===== config.mk =====
export PLATFORM = sky130hd
export DESIGN_NAME = dsm2_dac_echip65_flat
export DESIGN_NICKNAME = d
export VERILOG_FILES = /design/src/rtl/dsm2_dac_echip65_pkg.sv /design/src/rtl/dsm2_dac_echip65_if.sv /design/src/rtl/dsm2_sat_acc.sv /design/src/rtl/dsm2_dac_echip65.sv /design/src/flat_wrapper.sv
export SDC_FILE = /design/constraint.sdc
export NUM_CORES = 1
export LEC_CHECK = 0
export CAP_MARGIN = 20
export CORE_MARGIN = 5
export CORE_UTILIZATION = 53
export CTS_BUF_LIST = sky130_fd_sc_hd__clkbuf_4 sky130_fd_sc_hd__clkbuf_8 sky130_fd_sc_hd__clkbuf_16
export DETAILED_ROUTE_END_ITERATION = 8
export HOLD_SLACK_MARGIN = 0.15
export PLACE_DENSITY = 0.73
export SLEW_MARGIN = 15
export SYNTH_ARGS = -nofsm -noshare
export SYNTH_HDL_FRONTEND = slang
export SYNTH_SLANG_ARGS = --single-unit

===== constraint.sdc =====
create_clock -name clk -period 6.9 [get_ports clk]
set_input_delay 1.035 -clock clk [delete_from_list [all_inputs] [get_ports clk]]
set_output_delay 1.035 -clock clk [all_outputs]
set_load 0.02 [all_outputs]

===== src/rtl/dsm2_dac_echip65_pkg.sv =====
// Shared constants for the 2nd-order sigma-delta DAC modulator: debug monitor
// select codes and the bit layout of the flag word shown on the monitor.
package dsm2_dac_echip65_pkg;

  localparam int MON_WIDTH     = 25;
  localparam int MON_SEL_WIDTH = 4;

  localparam logic [MON_SEL_WIDTH-1:0] DSM_MON_CUR   = 4'd0;
  localparam logic [MON_SEL_WIDTH-1:0] DSM_MON_INT1  = 4'd1;
  localparam logic [MON_SEL_WIDTH-1:0] DSM_MON_INT2  = 4'd2;
  localparam logic [MON_SEL_WIDTH-1:0] DSM_MON_CNT   = 4'd3;
  localparam logic [MON_SEL_WIDTH-1:0] DSM_MON_FLAGS = 4'd4;
  localparam logic [MON_SEL_WIDTH-1:0] DSM_MON_NEXT  = 4'd5;

  // Flag word as seen on DSM_MON_FLAGS: {full, underrun, overload, dout}
  localparam int FLAG_WIDTH    = 4;
  localparam int FLAG_DOUT     = 0;
  localparam int FLAG_OVERLOAD = 1;
  localparam int FLAG_UNDERRUN = 2;
  localparam int FLAG_FULL     = 3;

endpackage


===== src/rtl/dsm2_dac_echip65_if.sv =====
// Sample stream into the sigma-delta modulator: signed PCM word with a
// valid/ready handshake at the decimated rate.
interface dsm2_dac_echip65_if #(
  parameter int IN_WIDTH = 16
);
  logic signed [IN_WIDTH-1:0] sample_in;
  logic                       sample_valid;
  logic                       sample_ready;

  modport master (output sample_in, output sample_valid, input sample_ready);
  modport slave  (input sample_in, input sample_valid, output sample_ready);
endinterface


===== src/rtl/dsm2_sat_acc.sv =====
// Saturating signed accumulator: acc' = sat(acc + add_val - sub_val).
// The next value is exposed combinationally so a second stage can chain off it.
module dsm2_sat_acc #(
  parameter int ACC_WIDTH = 24
) (
  input  logic                        clk,
  input  logic                        reset_n,
  input  logic signed [ACC_WIDTH-1:0] add_val,
  input  logic signed [ACC_WIDTH-1:0] sub_val,
  output logic signed [ACC_WIDTH-1:0] acc_q,
  output logic signed [ACC_WIDTH-1:0] acc_d,
  output logic                        sat
);

  // Two guard bits: acc + add - sub can reach almost 3x full scale of the
  // accumulator when add_val is itself a saturated integrator.
  localparam int SUM_WIDTH = ACC_WIDTH + 2;
  localparam logic signed [SUM_WIDTH-1:0] ACC_MAX =
    (SUM_WIDTH'(1) <<< (ACC_WIDTH - 1)) - SUM_WIDTH'(1);
  localparam logic signed [SUM_WIDTH-1:0] ACC_MIN =
    -(SUM_WIDTH'(1) <<< (ACC_WIDTH - 1));

  logic signed [SUM_WIDTH-1:0] sum;

  assign sum = SUM_WIDTH'(acc_q) + SUM_WIDTH'(add_val) - SUM_WIDTH'(sub_val);

  always_comb begin
    // NOTE: every output of a combinational block gets a default first, so no
    // path through the ifs leaves it unassigned and a latch can't be inferred.
    acc_d = sum[ACC_WIDTH-1:0];
    sat   = 1'b0;
    if (sum > ACC_MAX) begin
      acc_d = ACC_MAX[ACC_WIDTH-1:0];
      sat   = 1'b1;
    end else if (sum < ACC_MIN) begin
      acc_d = ACC_MIN[ACC_WIDTH-1:0];
      sat   = 1'b1;
    end
  end

  always_ff @(posedge clk or negedge reset_n) begin
    // NOTE: registers take non-blocking assignments so every flop samples the
    // pre-edge values, independent of the order the always blocks run in.
    if (!reset_n) acc_q <= '0;
    else          acc_q <= acc_d;
  end

endmodule


===== src/rtl/dsm2_dac_echip65.sv =====
// Second-order sigma-delta modulator for the on-chip 1-bit DAC: buffers one PCM
// sample, holds it for OSR clocks and emits a pulse-density bitstream.
module dsm2_dac_echip65
  import dsm2_dac_echip65_pkg::*;
#(
  parameter int IN_WIDTH  = 16,
  parameter int ACC_WIDTH = 24,
  parameter int OSR       = 256
) (
  input  logic                     clk,
  input  logic                     reset_n,
  dsm2_dac_echip65_if.slave        smp,
  output logic                     dout,
  output logic                     overload,
  output logic                     underrun,
  output logic [MON_WIDTH-1:0]     digital_monitor,
  input  logic [MON_SEL_WIDTH-1:0] digital_monitor_sel
);

  localparam int CNT_WIDTH = $clog2(OSR);
  localparam logic [CNT_WIDTH-1:0]        CNT_LAST = CNT_WIDTH'(OSR - 1);
  localparam logic signed [ACC_WIDTH-1:0] FS_POS   = ACC_WIDTH'(1) <<< (IN_WIDTH - 1);
  localparam logic signed [ACC_WIDTH-1:0] FS_NEG   = -FS_POS;

  logic signed [IN_WIDTH-1:0]  next_sample;
  logic signed [IN_WIDTH-1:0]  cur_sample;
  logic                        full;
  logic                        full_d;
  logic                        ready_q;
  logic [CNT_WIDTH-1:0]        cnt;
  logic                        wrap;
  logic                        accept;
  logic signed [ACC_WIDTH-1:0] fb;
  logic signed [ACC_WIDTH-1:0] cur_ext;
  logic signed [ACC_WIDTH-1:0] int1_q;
  logic signed [ACC_WIDTH-1:0] int1_d;
  logic signed [ACC_WIDTH-1:0] int2_q;
  logic signed [ACC_WIDTH-1:0] int2_d;
  logic                        sat1;
  logic                        sat2;
  logic [FLAG_WIDTH-1:0]       flags;
  logic [MON_WIDTH-1:0]        mon_d;

  assign smp.sample_ready = ready_q;
  assign accept           = smp.sample_valid & ready_q;
  assign wrap             = (cnt == CNT_LAST);

  // A buffered sample leaves at the wrap; a new one can only arrive when empty.
  always_comb begin
    full_d = full;
    if (wrap && full) full_d = 1'b0;
    if (accept)       full_d = 1'b1;
  end

  // Feedback follows the bit currently driven onto the DAC.
  assign fb      = dout ? FS_POS : FS_NEG;
  assign cur_ext = ACC_WIDTH'(cur_sample);

  dsm2_sat_acc #(.ACC_WIDTH(ACC_WIDTH)) u_int1 (
    .clk     (clk),
    .reset_n (reset_n),
    .add_val (cur_ext),
    .sub_val (fb),
    .acc_q   (int1_q),
    .acc_d   (int1_d),
    .sat     (sat1)
  );

  dsm2_sat_acc #(.ACC_WIDTH(ACC_WIDTH)) u_int2 (
    .clk     (clk),
    .reset_n (reset_n),
    .add_val (int1_d),
    .sub_val (fb),
    .acc_q   (int2_q),
    .acc_d   (int2_d),
    .sat     (sat2)
  );

  always_comb begin
    flags                = '0;
    flags[FLAG_FULL]     = full;
    flags[FLAG_UNDERRUN] = underrun;
    flags[FLAG_OVERLOAD] = overload;
    flags[FLAG_DOUT]     = dout;
  end

  always_comb begin
    mon_d = '0;
    case (digital_monitor_sel)
      DSM_MON_CUR:   mon_d = MON_WIDTH'(cur_sample);
      DSM_MON_INT1:  mon_d = MON_WIDTH'(int1_q);
      DSM_MON_INT2:  mon_d = MON_WIDTH'(int2_q);
      DSM_MON_CNT:   mon_d = MON_WIDTH'(cnt);
      DSM_MON_FLAGS: mon_d = MON_WIDTH'(flags);
      DSM_MON_NEXT:  mon_d = MON_WIDTH'(next_sample);
      default:       mon_d = '0;
    endcase
  end

  always_ff @(posedge clk or negedge reset_n) begin
    if (!reset_n) begin
      next_sample     <= '0;
      cur_sample      <= '0;
      full            <= 1'b0;
      ready_q         <= 1'b0;
      cnt             <= '0;
      dout            <= 1'b0;
      overload        <= 1'b0;
      underrun        <= 1'b0;
      digital_monitor <= '0;
    end else begin
      cnt     <= cnt + CNT_WIDTH'(1);
      full    <= full_d;
      ready_q <= ~full_d;
      if (accept) next_sample <= smp.sample_in;
      // An empty buffer at the wrap keeps playing the old sample.
      if (wrap) begin
        if (full) cur_sample <= next_sample;
        else      underrun   <= 1'b1;
      end
      dout            <= ~int2_d[ACC_WIDTH-1];
      overload        <= overload | sat1 | sat2;
      digital_monitor <= mon_d;
    end
  end

endmodule

===== src/flat_wrapper.sv =====
// flat-port wrapper written by rule: the top's interface ports become plain ports
module dsm2_dac_echip65_flat import dsm2_dac_echip65_pkg::*;
#(
  parameter int IN_WIDTH  = 16,
  parameter int ACC_WIDTH = 24,
  parameter int OSR       = 256
)
  (clk, reset_n, dout, overload, underrun, digital_monitor, digital_monitor_sel, smp_sample_in, smp_sample_valid, smp_sample_ready);
  dsm2_dac_echip65_if #(.IN_WIDTH(IN_WIDTH)) smp_i ();
  input  logic clk;
  input  logic reset_n;
  output logic dout;
  output logic overload;
  output logic underrun;
  output logic [MON_WIDTH-1:0] digital_monitor;
  input  logic [MON_SEL_WIDTH-1:0] digital_monitor_sel;
  input wire logic [$bits(smp_i.sample_in)-1:0] smp_sample_in;
  input wire logic [$bits(smp_i.sample_valid)-1:0] smp_sample_valid;
  output wire logic [$bits(smp_i.sample_ready)-1:0] smp_sample_ready;
  assign smp_i.sample_in = smp_sample_in;
  assign smp_i.sample_valid = smp_sample_valid;
  assign smp_sample_ready = smp_i.sample_ready;
  dsm2_dac_echip65 #(.IN_WIDTH(IN_WIDTH), .ACC_WIDTH(ACC_WIDTH), .OSR(OSR)) u_core (.clk(clk), .reset_n(reset_n), .smp(smp_i), .dout(dout), .overload(overload), .underrun(underrun), .digital_monitor(digital_monitor), .digital_monitor_sel(digital_monitor_sel));
endmodule

After elaboration in Yosys (flattened, before gate mapping) --
Index checks and enable logic that the tools add are counted.
Storage, ports and cells: register bits after elaboration 118, bits of input ports 23, output and inout bits 29, logic and storage cells 48
Cells by class: add/subtract/negate cells 5, order comparisons 4, equality and inequality tests 6, muxes and demuxes 12, bitwise gates (word level) 6, reductions and logical operators 4
Operators by type and width (count):
- 25-bit one-hot mux with 6 select lines | 1
- 24-bit two-way mux | 5
- 26-bit by 24-bit greater-than comparator with 1-bit output (second input constant) | 2
- 26-bit by 24-bit less-than comparator with 1-bit output (second input constant) | 2
- 25-bit by 24-bit subtractor with 26-bit output | 2
- 24-bit by 16-bit adder with 25-bit output | 1
- 24-bit by 24-bit adder with 25-bit output | 1
- 8-bit by 1-bit adder with 8-bit output (second input constant) | 1
- 4-bit by 2-bit equality test with 1-bit output (second input constant) | 2
- 4-bit by 3-bit equality test with 1-bit output (second input constant) | 2
- 8-bit equality test (second input constant) | 1
- 1-bit two-way mux | 6
- 4-bit by 1-bit equality test with 1-bit output (second input constant) | 1
- 4-bit logical NOT | 1
- 2-bit AND reduction | 2
- 1-bit NOT | 3
- 1-bit bitwise OR | 2
- 1-bit AND | 1
- 1-bit logical AND | 1

Logic depth before layout (Yosys ltp) --
depth after elaboration 11, depth in mapped cells 33, gate-level depth less buffers 30

Hierarchy --
Synthesis repeated with hierarchy kept, for this count alone.
Second synthesis, totals: cells, all modules 944, area total of the unflattened synthesis 8958.6 µm²
Modules (own cells, without submodules):
- dsm2_dac_echip65 | instances 1, cells an instance 240, area an instance 3133.0 µm², sequential area each 1726.7 µm²
- dsm2_sat_acc at u_core.u_int1 | instances 1, cells an instance 354, area an instance 2931.6 µm², sequential area each 600.6 µm²
- dsm2_sat_acc at u_core.u_int2 | instances 1, cells an instance 350, area an instance 2894.0 µm², sequential area each 600.6 µm²

Worst setup path after synthesis --
OpenSTA, ideal clock, no wires.
kind reg-to-reg, start point register u_core.dout, end point register u_core.u_int2.acc_q[10], setup time 129 ps, data arrival time 6872 ps, data required time 6771 ps, path slack -102 ps, cell stages (with the launch flop) 30, path buffers 2, period minus slack after synthesis 7002 ps, cell sequence dfrtp_1 -> inv_1 -> fa_1 -> inv_1 -> ha_1 -> a21oi_1 -> o211ai_1 -> a211o_1 -> o22ai_1 -> nor3b_2 -> o21ai_0 -> o21ai_1 -> clkbuf_1 -> a21oi_1 -> fa_1 -> inv_1 -> ha_1 -> a21oi_1 -> nor2b_1 -> o21ai_0 -> nand2b_1 -> a21o_1 -> or3_1 -> o211ai_1 -> nand2_1 -> a311oi_1 -> mux2_2 -> o21a_2 -> buf_4 -> o21ai_0
Between the ends: longest elaborated chain between the ends 10, elaborated cells on any way between the ends 12, those cells by class add/sub: 3; order compare: 4; mux: 5
RTL lines:
- start: declaration | RTL line dsm2_dac_echip65.sv:13 | output logic dout,
- start signal: assignment | RTL line dsm2_dac_echip65.sv:121 | dout <= ~int2_d[ACC_WIDTH-1];
- 24-bit two-way mux * | RTL line dsm2_dac_echip65.sv:56 | assign fb = dout ? FS_POS : FS_NEG;
- 25-bit by 24-bit subtractor with 26-bit output | RTL line dsm2_sat_acc.sv:25 | assign sum = SUM_WIDTH'(acc_q) + SUM_WIDTH'(add_val) - SUM_WIDTH'(sub_val);
- 26-bit by 24-bit less-than comparator with 1-bit output | RTL line dsm2_sat_acc.sv:35 | end else if (sum < ACC_MIN) begin
- 24-bit two-way mux | RTL line dsm2_sat_acc.sv:35
- 24-bit two-way mux | RTL line dsm2_sat_acc.sv:32 | if (sum > ACC_MAX) begin
- 24-bit by 24-bit adder with 25-bit output | RTL line dsm2_sat_acc.sv:25
- 25-bit by 24-bit subtractor with 26-bit output * | RTL line dsm2_sat_acc.sv:25
- 26-bit by 24-bit less-than comparator with 1-bit output | RTL line dsm2_sat_acc.sv:35
- 24-bit two-way mux | RTL line dsm2_sat_acc.sv:35
- 24-bit two-way mux * | RTL line dsm2_sat_acc.sv:32
- named net u_core.int2_d[10] | RTL line dsm2_dac_echip65.sv:38 | logic signed [ACC_WIDTH-1:0] int2_d;
- end signal: assignment | RTL line dsm2_sat_acc.sv:44 | if (!reset_n) acc_q <= '0;
- end signal: assignment | RTL line dsm2_sat_acc.sv:45 | else acc_q <= acc_d;
- end: declaration | RTL line dsm2_sat_acc.sv:10 | output logic signed [ACC_WIDTH-1:0] acc_q,
The timed path passes the listed nets; every way through them passes the cells marked *. A chain may end at the register's enable or synchronous reset.

Worst setup path in the final report --
start point register u_core.dout, end point register u_core.u_int2.acc_q[14]
Same word-level chain as after synthesis.

==> out/qor.txt <==
Type of the worst min-delay path: reg2reg
Core area: 15000 um^2
Gate count of the mapped netlist: 875
TritonCTS Buffers: 17
Clock Skews: 0.00792 ns
Final worst-path setup slack: 0.228 ns
Post-layout instance area: 9710 um^2
Sequential fraction of the synthesis area: 36.6%
Area taken by flip-flops and latches: 2930 um^2
Crit Path Class: reg2reg
Placed Area: 8760 um^2
Proportion of layout cells with a drive suffix above 1: 13.9%
Max cap viols: 0
Nature of the critical path endpoint: register
Number of max-slew violations in the final report: 0
Number of H-tree branching levels: 4
Power per unit of standard cell area: 171 nW/um^2
Clock root buffer: sky130_fd_sc_hd__clkbuf_16
Share of the clock period used by the worst path after layout: 96.7%
Number of cells in the design after placement: 1103
Worst hold endpoint: u_core.digital_monitor[7]
Worst-margin pin slew: 0.858 ns
Number of enable flip-flop cells after synthesis: 0
Critical path fanouts, max: 12
Number of global-route vias before repair: 6365
Fill cell instance count of the final layout: 1218
Cell family contributing the most delay on the critical path: compound AO/OA/AOI/OAI gates
DR DRC count: 0
GRT Overall Usage: 23.0%
Count of endpoints failing setup in the final report: 0
Clock network latency to the later pin of the worst-skew pair: 0.43 ns
Final min period: 6.67 ns
Number of I/O port buffers: 51
Number of library cell types mapped by synthesis: 62
List of most frequent post-synthesis cells: sky130_fd_sc_hd__inv_1 (141), sky130_fd_sc_hd__dfrtp_1 (117), sky130_fd_sc_hd__nand2_1 (81)
Top cell by count, worst path: sky130_fd_sc_hd__a21o_1
Maximum cell stage delay along the critical path: 0.58 ns
Required time worst endpoint: 7.22 ns
Antenna diode count: 0
Post-synthesis instance area: 8000 um^2
Slowest cell on crit path: sky130_fd_sc_hd__fa_1
Row count: 45
Max IR drop VDD: 172 uV
Final HPWL from detailed placement: 14800 um
Fraction of registers with async set/reset: 100%
Global-route wire length before repair: 32500 um
Static power due to leakage: 5.00 nW
Hold-fix buffer count after cts: 0
GRT Residual Overflow: 0
Routed wire length: 20200 um
Final weighted congestion in routability-driven placement: 0.919
Top cells by area in the synthesized netlist: sky130_fd_sc_hd__dfrtp_1 (37%), sky130_fd_sc_hd__ha_1 (13%), sky130_fd_sc_hd__inv_1 (6.6%), sky130_fd_sc_hd__fa_1 (4.0%), sky130_fd_sc_hd__nand2_1 (3.8%)
Routed wire per std cell: 17.5 um
Worst reg2reg startpoint: u_core.dout
Post-layout instance count excluding filler cells: 1153
Most area-hungry cell type in the Yosys netlist: sky130_fd_sc_hd__dfrtp_1
Mean instance size in the synthesized netlist: 9.14 um^2
Yosys Warn Count: 0
Number of buffers on the longest clock path: 2
Post-synthesis net count: 994
Highest achievable clock rate: 150 MHz
Synth Register Bits: 117
Synth-to-Final Area Change: 21.4%
Post-route antenna net violation count: 0
Cell depth of the worst flop-to-flop path: 29
Antenna violations before repair: 0
Result of the run: completed
Clock tree from TritonCTS: yes
Count of buffering cells on the critical path with inverters included: 4
Final sum of negative setup slack: 0 ns
Overall die area: 17700 um^2
Share of the synthesized area in the top cell type: 36.6%
Clock-pin slew on the worst setup and hold paths: 0.06 ns
Height of the die: 133 um
Hold WS: 0.490 ns
WHS Path Cells: 2
Area of combinational cells with multiple inputs: 4610 um^2
Worst Path Arrival: 6.99 ns
Reg-to-reg slack, setup: 0.23 ns
# nets final: 1071
Pin count of the biggest net entering global routing: 67
Number of iterations in the first detailed-routing pass: 7
Die W: 133 um
Synth Flop Type: sky130_fd_sc_hd__dfrtp_1
Worst slew margin: 42.8%
TritonCTS sink count: 117
Reg2Reg Capture Point: u_core.u_int2.acc_q[14]
Boundary pin count: 52
Most frequent cell after synthesis: sky130_fd_sc_hd__inv_1
Effective utilization at floorplan: 53.4%
Final Hold Violating Endpoints: 0
Post-place setup slack: -0.159 ns
Startpoint of the lowest-slack hold path: u_core.u_int1.acc_q[7]
Average via count per standard cell: 5.73
Vias after detailed routing: 6609
Drt initial violations: 449
Crit start category: register
timing repair:
item | in CTS | in global routing
cloned | 0 | 2
gates resized for setup | 6 | 37
setup endpoints to repair | 24 | 24
pin swaps | 0 | 11
buffers inserted | 0 | 16
state kept, by name, summed over array words and instances, names as in the netlist:
register,flops
u_core.cur_sample,16
u_core.full,1
u_core.cnt,8
u_core.digital_monitor,24
u_core.overload,1
u_core.u_int2.acc_q,24
u_core.smp.sample_ready,1
u_core.next_sample,16
u_core.dout,1
u_core.underrun,1
u_core.u_int1.acc_q,24
through the flow:
stage / total power, mW / util (%)
floorplan: 0.709 / -
global placement: 0.741 / 58.5
detailed placement: 0.741 / 58.5
CTS: 1.67 / 62.9
global route: 1.71 / 64.8
finish: 1.66 / 64.8
power breakdown:
group	internal (mW)	total (mW)	leakage [nW]	switching, mW
registers	0.687	0.688	1.53	0.000151
clock network	0.596	0.929	0.305	0.333
logic	0.0164	0.0411	3.17	0.0247
per-layer routing:
| layer | GRT usage, % | wire [um] |
|---|---|---|
| met1 | 31.1 | 8990 |
| met5 | 0 | 0 |
| met3 | 6.27 | 1460 |
| met4 | 8.43 | 464 |
| met2 | 35.7 | 9320 |
logic make-up after synthesis:
| logic type | Yosys count | share of synthesized area, % |
|---|---|---|
| AOI/OAI and AO/OA | 251 | 21.4 |
| xor gates and xnor gates | 38 | 4.16 |
| adders and majority gates | 96 | 16.5 |
| buffers and inverters | 169 | 8.05 |
| DFF | 117 | 36.6 |
| muxes | 19 | 2.66 |
| and+or+nand+nor | 185 | 10.6 |
how the worst max path moves through the flow:
| stage | start | end | slack (ns) | cells after the start |
|---|---|---|---|---|
| detailed placement | u_core.dout | u_core.u_int2.acc_q[17] | -0.16 | 29 |
| finish | u_core.dout | u_core.u_int2.acc_q[14] | 0.23 | 29 |
| floorplan | u_core.dout | u_core.u_int2.acc_q[10] | 0.26 | 29 |
| global route | u_core.dout | u_core.u_int2.acc_q[9] | -0.04 | 30 |
| CTS | u_core.dout | u_core.u_int2.acc_q[17] | 0.009 | 30 |
| global placement | u_core.cur_sample[15] | u_core.u_int2.acc_q[20] | -0.05 | 28 |
cell type report:
cell class	count	area share, %
well taps	188	2.42
clock inverters	12	1.73
inverters	142	5.54
repair buffers	83	7.87
repair inverters	1	0.0515
multi-input cells	590	47.4
clock buffers	20	4.74
flip-flops and latches	117	30.2
worst min-delay path, delay by kind of cell, from the launching register on:
family           cells  cell delay, ns
flip-flops           1            0.34
AND/OR/NAND/NOR      2            0.11
layout by cell type (no fill, tap or decap), types with 4 or more instances in the layout:
cell	Yosys	final
sky130_fd_sc_hd__a31oi_1	8	6
sky130_fd_sc_hd__a22oi_1	28	28
sky130_fd_sc_hd__clkdlybuf4s50_1	0	50
sky130_fd_sc_hd__nor2b_1	5	5
sky130_fd_sc_hd__nand3_1	21	21
sky130_fd_sc_hd__and2_1	5	4
sky130_fd_sc_hd__o21bai_1	6	6
sky130_fd_sc_hd__and3_1	8	8
sky130_fd_sc_hd__fa_1	16	16
sky130_fd_sc_hd__o31ai_1	7	6
sky130_fd_sc_hd__a21oi_2	4	11
sky130_fd_sc_hd__o21ai_1	5	4
sky130_fd_sc_hd__ha_2	0	4
sky130_fd_sc_hd__o21ai_0	49	47
sky130_fd_sc_hd__a31o_2	4	4
sky130_fd_sc_hd__nor2_1	28	27
sky130_fd_sc_hd__o211ai_1	7	7
sky130_fd_sc_hd__dfrtp_1	117	115
sky130_fd_sc_hd__ha_1	80	74
sky130_fd_sc_hd__nand4_1	7	7
sky130_fd_sc_hd__clkbuf_16	0	17
sky130_fd_sc_hd__inv_1	141	140
sky130_fd_sc_hd__mux2_2	18	17
sky130_fd_sc_hd__nor3_1	14	13
sky130_fd_sc_hd__buf_4	2	31
sky130_fd_sc_hd__xnor2_1	24	24
sky130_fd_sc_hd__nand2_1	81	81
sky130_fd_sc_hd__clkinv_4	0	6
sky130_fd_sc_hd__a21o_1	31	31
sky130_fd_sc_hd__a221o_1	10	10
sky130_fd_sc_hd__nand2b_1	5	5
sky130_fd_sc_hd__o21a_1	8	8
sky130_fd_sc_hd__xor2_1	14	14
sky130_fd_sc_hd__a21oi_1	52	44
No activity file was read; power rests on OpenSTA's default activity.
